[config.mk]
export PLATFORM = sky130hd
export DESIGN_NAME = ones_group_tx
export DESIGN_NICKNAME = d
export VERILOG_FILES = /design/src/rtl/ones_group_tx_pkg.sv /design/src/rtl/ones_group_tx_gap_counter.sv /design/src/rtl/ones_group_tx.sv
export SDC_FILE = /design/constraint.sdc
export NUM_CORES = 1
export LEC_CHECK = 0
export CAP_MARGIN = 40
export CORE_MARGIN = 1.5
export CORE_UTILIZATION = 57
export CTS_CLUSTER_DIAMETER = 150
export CTS_CLUSTER_SIZE = 25
export DETAILED_ROUTE_END_ITERATION = 8
export PLACE_DENSITY = 0.82
export SLEW_MARGIN = 10
export SYNTH_ARGS = -nofsm -noshare
export SYNTH_HDL_FRONTEND = slang
export SYNTH_SLANG_ARGS = --single-unit
[constraint.sdc]
create_clock -name clk -period 3.2 [get_ports clk]
set_input_delay 0.64 -clock clk [delete_from_list [all_inputs] [get_ports clk]]
set_output_delay 0.64 -clock clk [all_outputs]
set_load 0.005 [all_outputs]
[src/rtl/ones_group_tx_pkg.sv]
// Shared definitions for the ones_group_tx transmitter: one-hot state
// encodings, the default group length and counter width helpers.
package ones_group_tx_pkg;

    // One-hot FSM state encoding (kept as plain constants for legacy tools)
    typedef logic [2:0] state_t;

    localparam state_t S_IDLE = 3'b001;
    localparam state_t S_ONE  = 3'b010;
    localparam state_t S_GAP  = 3'b100;

    // Ones emitted per group unless overridden at instantiation
    localparam int GROUP_LEN_DEFAULT = 4;

    // Ones counter must hold groups*GROUP_LEN for every groups value
    function automatic int ones_cnt_width(input int cnt_w, input int group_len);
        return cnt_w + $clog2(group_len);
    endfunction

    // Position-within-group counter width (GROUP_LEN >= 2)
    function automatic int grp_cnt_width(input int group_len);
        return $clog2(group_len);
    endfunction

endpackage

[src/rtl/ones_group_tx_gap_counter.sv]
// Loadable down-counter timing the zero cycles between consecutive ones.
// 'last' is high while the count equals one, i.e. in the final gap cycle.
module gap_counter #(
    parameter int GAP_W = 3
) (
    input  logic             clk,
    input  logic             rst,
    input  logic             load,
    input  logic [GAP_W-1:0] load_val,
    input  logic             en,
    output logic             last
);

    logic [GAP_W-1:0] count_q;
    logic [GAP_W-1:0] count_d;

    // Next count: a load wins over a decrement
    always_comb begin
        count_d = count_q;
        if (load) begin
            count_d = load_val;
        end else if (en) begin
            count_d = count_q - GAP_W'(1'b1);
        end else begin
            count_d = count_q;
        end
    end

    // Count register, cleared by the asynchronous reset
    always_ff @(posedge clk or negedge rst) begin
        if (!rst) begin
            count_q <= '0;
        end else begin
            count_q <= count_d;
        end
    end

    assign last = (count_q == GAP_W'(1'b1));

endmodule

[src/rtl/ones_group_tx.sv]
// Serial '1' pulse transmitter feeding the one-counting sequence detector.
// Sends groups*GROUP_LEN single-cycle ones, spaced gap+1 cycles apart, and
// pulses group_done in step with the detector's registered flag.
// Optional feature macro: ONES_GROUP_TX_ABORT_EN adds the 'abort' input,
// which ends a running transfer early with a done pulse.
module ones_group_tx
    import ones_group_tx_pkg::*;
#(
    parameter int GROUP_LEN = GROUP_LEN_DEFAULT,
    parameter int CNT_W     = 4,
    parameter int GAP_W     = 3
) (
    input  logic             clk,
    input  logic             rst,
    input  logic             start,
    input  logic [CNT_W-1:0] groups,
    input  logic [GAP_W-1:0] gap,
`ifdef ONES_GROUP_TX_ABORT_EN
    input  logic             abort,
`endif
    output logic             data,
    output logic             busy,
    output logic             group_done,
    output logic             done
);

    localparam int OW = ones_cnt_width(CNT_W, GROUP_LEN);
    localparam int GW = grp_cnt_width(GROUP_LEN);

    localparam logic [OW-1:0] ONES_ONE = OW'(1'b1);
    localparam logic [GW-1:0] GRP_ONE  = GW'(1'b1);
    localparam logic [GW-1:0] GRP_LAST = GW'(GROUP_LEN - 1);

    state_t           state_q, state_d;
    logic [OW-1:0]    ones_q, ones_d;
    logic [GW-1:0]    grp_q, grp_d;
    logic [GAP_W-1:0] gap_q, gap_d;
    logic             data_q, data_d;
    logic             busy_q, busy_d;
    logic             group_done_q, group_done_d;
    logic             done_q, done_d;

    logic             gap_load_s;
    logic             gap_en_s;
    logic             gap_last_s;
    logic [OW-1:0]    ones_load_s;

    // Total ones for the transfer; width covers the largest groups value
    assign ones_load_s = OW'(groups) * OW'(GROUP_LEN);

    gap_counter #(
        .GAP_W(GAP_W)
    ) u_gap_counter (
        .clk     (clk),
        .rst     (rst),
        .load    (gap_load_s),
        .load_val(gap_q),
        .en      (gap_en_s),
        .last    (gap_last_s)
    );

    // FSM next state, counters and next values of the registered outputs
    always_comb begin
        state_d      = state_q;
        ones_d       = ones_q;
        grp_d        = grp_q;
        gap_d        = gap_q;
        group_done_d = 1'b0;
        done_d       = 1'b0;
        gap_load_s   = 1'b0;
        gap_en_s     = 1'b0;

        case (state_q)
            S_IDLE: begin
                if (start) begin
                    if (groups != '0) begin
                        gap_d   = gap;
                        ones_d  = ones_load_s;
                        grp_d   = '0;
                        state_d = S_ONE;
                    end else begin
                        // Empty request: complete at once, nothing on data
                        done_d = 1'b1;
                    end
                end else begin
                    state_d = S_IDLE;
                end
            end

            S_ONE: begin
                ones_d = ones_q - ONES_ONE;
                // A wrap of the in-group position marks a finished group
                if (grp_q == GRP_LAST) begin
                    grp_d        = '0;
                    group_done_d = 1'b1;
                end else begin
                    grp_d = grp_q + GRP_ONE;
                end

                if (ones_q == ONES_ONE) begin
                    state_d = S_IDLE;
                    done_d  = 1'b1;
                end else if (gap_q == '0) begin
                    state_d = S_ONE;
                end else begin
                    gap_load_s = 1'b1;
                    state_d    = S_GAP;
                end
            end

            S_GAP: begin
                gap_en_s = 1'b1;
                if (gap_last_s) begin
                    state_d = S_ONE;
                end else begin
                    state_d = S_GAP;
                end
            end

            default: begin
                // Illegal encoding: fall back to a clean idle
                state_d = S_IDLE;
                ones_d  = '0;
                grp_d   = '0;
            end
        endcase

`ifdef ONES_GROUP_TX_ABORT_EN
        // Abort overrides normal progress; a partial group is never flagged
        if (abort && (state_q != S_IDLE)) begin
            state_d      = S_IDLE;
            ones_d       = '0;
            grp_d        = '0;
            gap_load_s   = 1'b0;
            gap_en_s     = 1'b0;
            group_done_d = 1'b0;
            done_d       = 1'b1;
        end else begin
            state_d = state_d;
        end
`endif

        // Outputs are registered copies of the state being entered
        data_d = (state_d == S_ONE);
        busy_d = (state_d != S_IDLE);
    end

    // State, counters and output registers
    always_ff @(posedge clk or negedge rst) begin
        if (!rst) begin
            state_q      <= S_IDLE;
            ones_q       <= '0;
            grp_q        <= '0;
            gap_q        <= '0;
            data_q       <= 1'b0;
            busy_q       <= 1'b0;
            group_done_q <= 1'b0;
            done_q       <= 1'b0;
        end else begin
            state_q      <= state_d;
            ones_q       <= ones_d;
            grp_q        <= grp_d;
            gap_q        <= gap_d;
            data_q       <= data_d;
            busy_q       <= busy_d;
            group_done_q <= group_done_d;
            done_q       <= done_d;
        end
    end

    assign data       = data_q;
    assign busy       = busy_q;
    assign group_done = group_done_q;
    assign done       = done_q;

endmodule

==> impl_metrics.json <==
{
  "status": "complete, no violations",
  "n_fill_cell": 156,
  "p_leak_nw": 0.539,
  "async_flop_share_pct": 100,
  "min_period_over_period_pct": 65.5,
  "grt_overflow": 0,
  "grt_pass1_vias": 766,
  "crit_arrival_ns": 2.30,
  "ys_warn_count": 0,
  "hold_class": "register to register",
  "firstDrtPassIters": 4,
  "ys_seq_area_share_pct": 48.4,
  "postCtsResizedCells": 0,
  "layout-drive-gt1-share_pct": 10.8,
  "n_antenna_cell": 0,
  "cts_root_buf": "clkbuf_4",
  "ys_ff_latch": 21,
  "io_pins": 14,
  "nNetsFinal": 136,
  "critical_path_class": "input port to register",
  "max_slew_margin_pct": 51.3,
  "grt_pass1_wl_um": 3260,
  "fp.dieW_um": 46.7,
  "grtUsageTotal_pct": 21.3,
  "htree_levels": 1,
  "dpl.hpwl_um": 1600,
  "yosysTopAreaCellShare_pct": 46.0,
  "finClkSkew_ns": 0.00589,
  "synth-edff-count": 0,
  "routedWlPerCell_um": 14.4,
  "dieArea_sq_mm": 0.00218,
  "start_util_pct": 61.7,
  "numCtsBuffers": 3,
  "yosys-top-cells-count": "dfrtp_1 (20), o21ai_0 (14), nand2_1 (10)",
  "start_kind": "input port",
  "cts_setup_buffers": 0,
  "synthCells": 105,
  "synth_ff_type": "dfrtp_1",
  "grt_antenna_before_repair": 0,
  "timing.fmax_ghz": 0.477,
  "crit_required_ns": 3.40,
  "vias_per_cell": 5.79,
  "cts_hold_buffers": 0,
  "finalWirelength_um": 2090,
  "syn-cell-area_sq_mm": 0.00109,
  "rows": 15,
  "hold_violations": 0,
  "tightest_slew_ns": 0.725,
  "syn_nets": 120,
  "cts.sink_count": 21,
  "cts_tree": "built",
  "first_iter_violations": 10,
  "min_period_ns": 2.10,
  "setup_viol": 0,
  "postRouteAntennaNets": 0,
  "path_clk_slew_ns": 0.12,
  "drc_errors": 0,
  "die_h_um": 46.7,
  "clk-insertion-delay-late_ns": 0.30,
  "tns_ns": 0,
  "power_density_mw_per_mm2": 843,
  "drv_cap": 0,
  "area_growth_pct": 16.2,
  "rsz0062_at_grt": "false",
  "yosys-top-cells-area": "dfrtp_1 (46%), o21ai_0 (6.4%), ha_1 (5.7%)",
  "grt_max_degree": 13,
  "clockBufferDepth": 2,
  "syn_avg_cell_area_sq_um": 10.4,
  "core_area_sq_mm": 0.00176,
  "vias": 840,
  "worstSetupEndpointType": "register",
  "final_max_slew_viol_count": 0,
  "ir_worst_vdd_mv": 0.520,
  "port_buffers": 13,
  "yosysTopAreaCell": "dfrtp_1",
  "finalWeightedCongestion": 0.822,
  "synth.most_common_cell": "dfrtp_1",
  "ys_types": 35,
  "finalHoldWorstSlack_ns": 0.506,
  "path_max_fanout": 5
}
through the flow:
step                      cell area, sq um  instances  power, W  setup slack (ns)  util, %
after floorplan                       1090        105  0.000819              1.48        -
after CTS                             1260        145   0.00106              1.12     71.7
after global placement                1220        140  0.000914             0.883     69.3
final                                 1260        145   0.00107              1.10     71.7
after detailed placement              1240        141  0.000937             0.810     70.1
after global routing                  1260        145   0.00114             0.965     71.7
worst paths after layout:
check,start,to,slack (ns),cells after the start
max,groups[1],gap_q[2],1.10,4
min,grp_q[0],grp_q[0],0.51,1
max reg2reg,state_q[0],ones_q[5],1.31,4
min reg2reg,grp_q[0],grp_q[0],0.51,1
max in group asynchronous,rst,u_gap_counter.count_q[0],2.14,2
min in group asynchronous,rst,grp_q[0],0.62,1
placed cells by master, fill, tap and decap left out, types with 2 or more instances in the layout:
| cell | synthesis | layout |
|---|---|---|
| mux2_2 | 3 | 3 |
| a31oi_1 | 2 | 2 |
| a21oi_1 | 4 | 4 |
| o31ai_1 | 2 | 2 |
| a221o_2 | 2 | 2 |
| clkdlybuf4s50_1 | 0 | 13 |
| a32oi_1 | 2 | 2 |
| ha_1 | 5 | 5 |
| nor3b_1 | 3 | 3 |
| nand2b_1 | 2 | 2 |
| dfrtp_1 | 20 | 20 |
| inv_1 | 5 | 5 |
| nor2_1 | 6 | 6 |
| clkbuf_4 | 0 | 3 |
| nor3_1 | 4 | 4 |
| nand2_1 | 10 | 10 |
| o21ai_0 | 14 | 14 |
power by group:
part	internal, W	switching [W]	total, W	leakage, nW
logic	0.000211	0.000247	0.000458	0.255
clock network	0.0000466	0.0000840	0.000131	0.0177
registers	0.000377	0.000101	0.000478	0.267
total	0.000635	0.000431	0.00107	0.539
flip-flops by register name, indices dropped and copies added, names as in the netlist:
register	cells
ones_q	6
gap_q	3
state_q	3
u_gap_counter.count_q	3
grp_q	2
busy	1
data	1
done	1
group_done	1
worst max-delay path, cell delays in order:
cell,delay [ns]
clkdlybuf4s50_1,0.53
o41ai_1,0.14
nor3_1,0.58
mux2_2,0.40
per-layer routing:
metal	part of all wire, %	wire (um)	vias to the layer above	track usage [%]
li1	-	-	415	-
met1	46	966	390	27.3
met2	48	997	29	35.0
met3	3.9	81	6	3.14
met4	2.2	45	0	11.1
met5	0	0	-	0
cells by family after synthesis:
| group | count (synthesis) | synth area share (%) |
|---|---|---|
| flip-flops | 21 | 48.4 |
| buffers and inverters | 8 | 4.25 |
| AO/OA/AOI/OAI | 35 | 22.8 |
| XOR/XNOR | 1 | 0.805 |
| adder cells (fa/ha/maj) | 5 | 5.75 |
| multiplexers | 3 | 3.10 |
| AND/OR/NAND/NOR | 32 | 14.9 |
cell type report:
class                           instances  area [sq um]  share of cell area (%)
Clock buffer                            3          22.5                    1.78
Clock inverter                          1          5.00                   0.396
Inverter                                5          18.8                    1.48
Multi-Input combinational cell         76           515                    40.8
Sequential cell                        21           527                    41.6
Tap cell                               25          31.3                    2.47
Timing Repair Buffer                   14           145                    11.5
(Power assumes the default switching activity.)
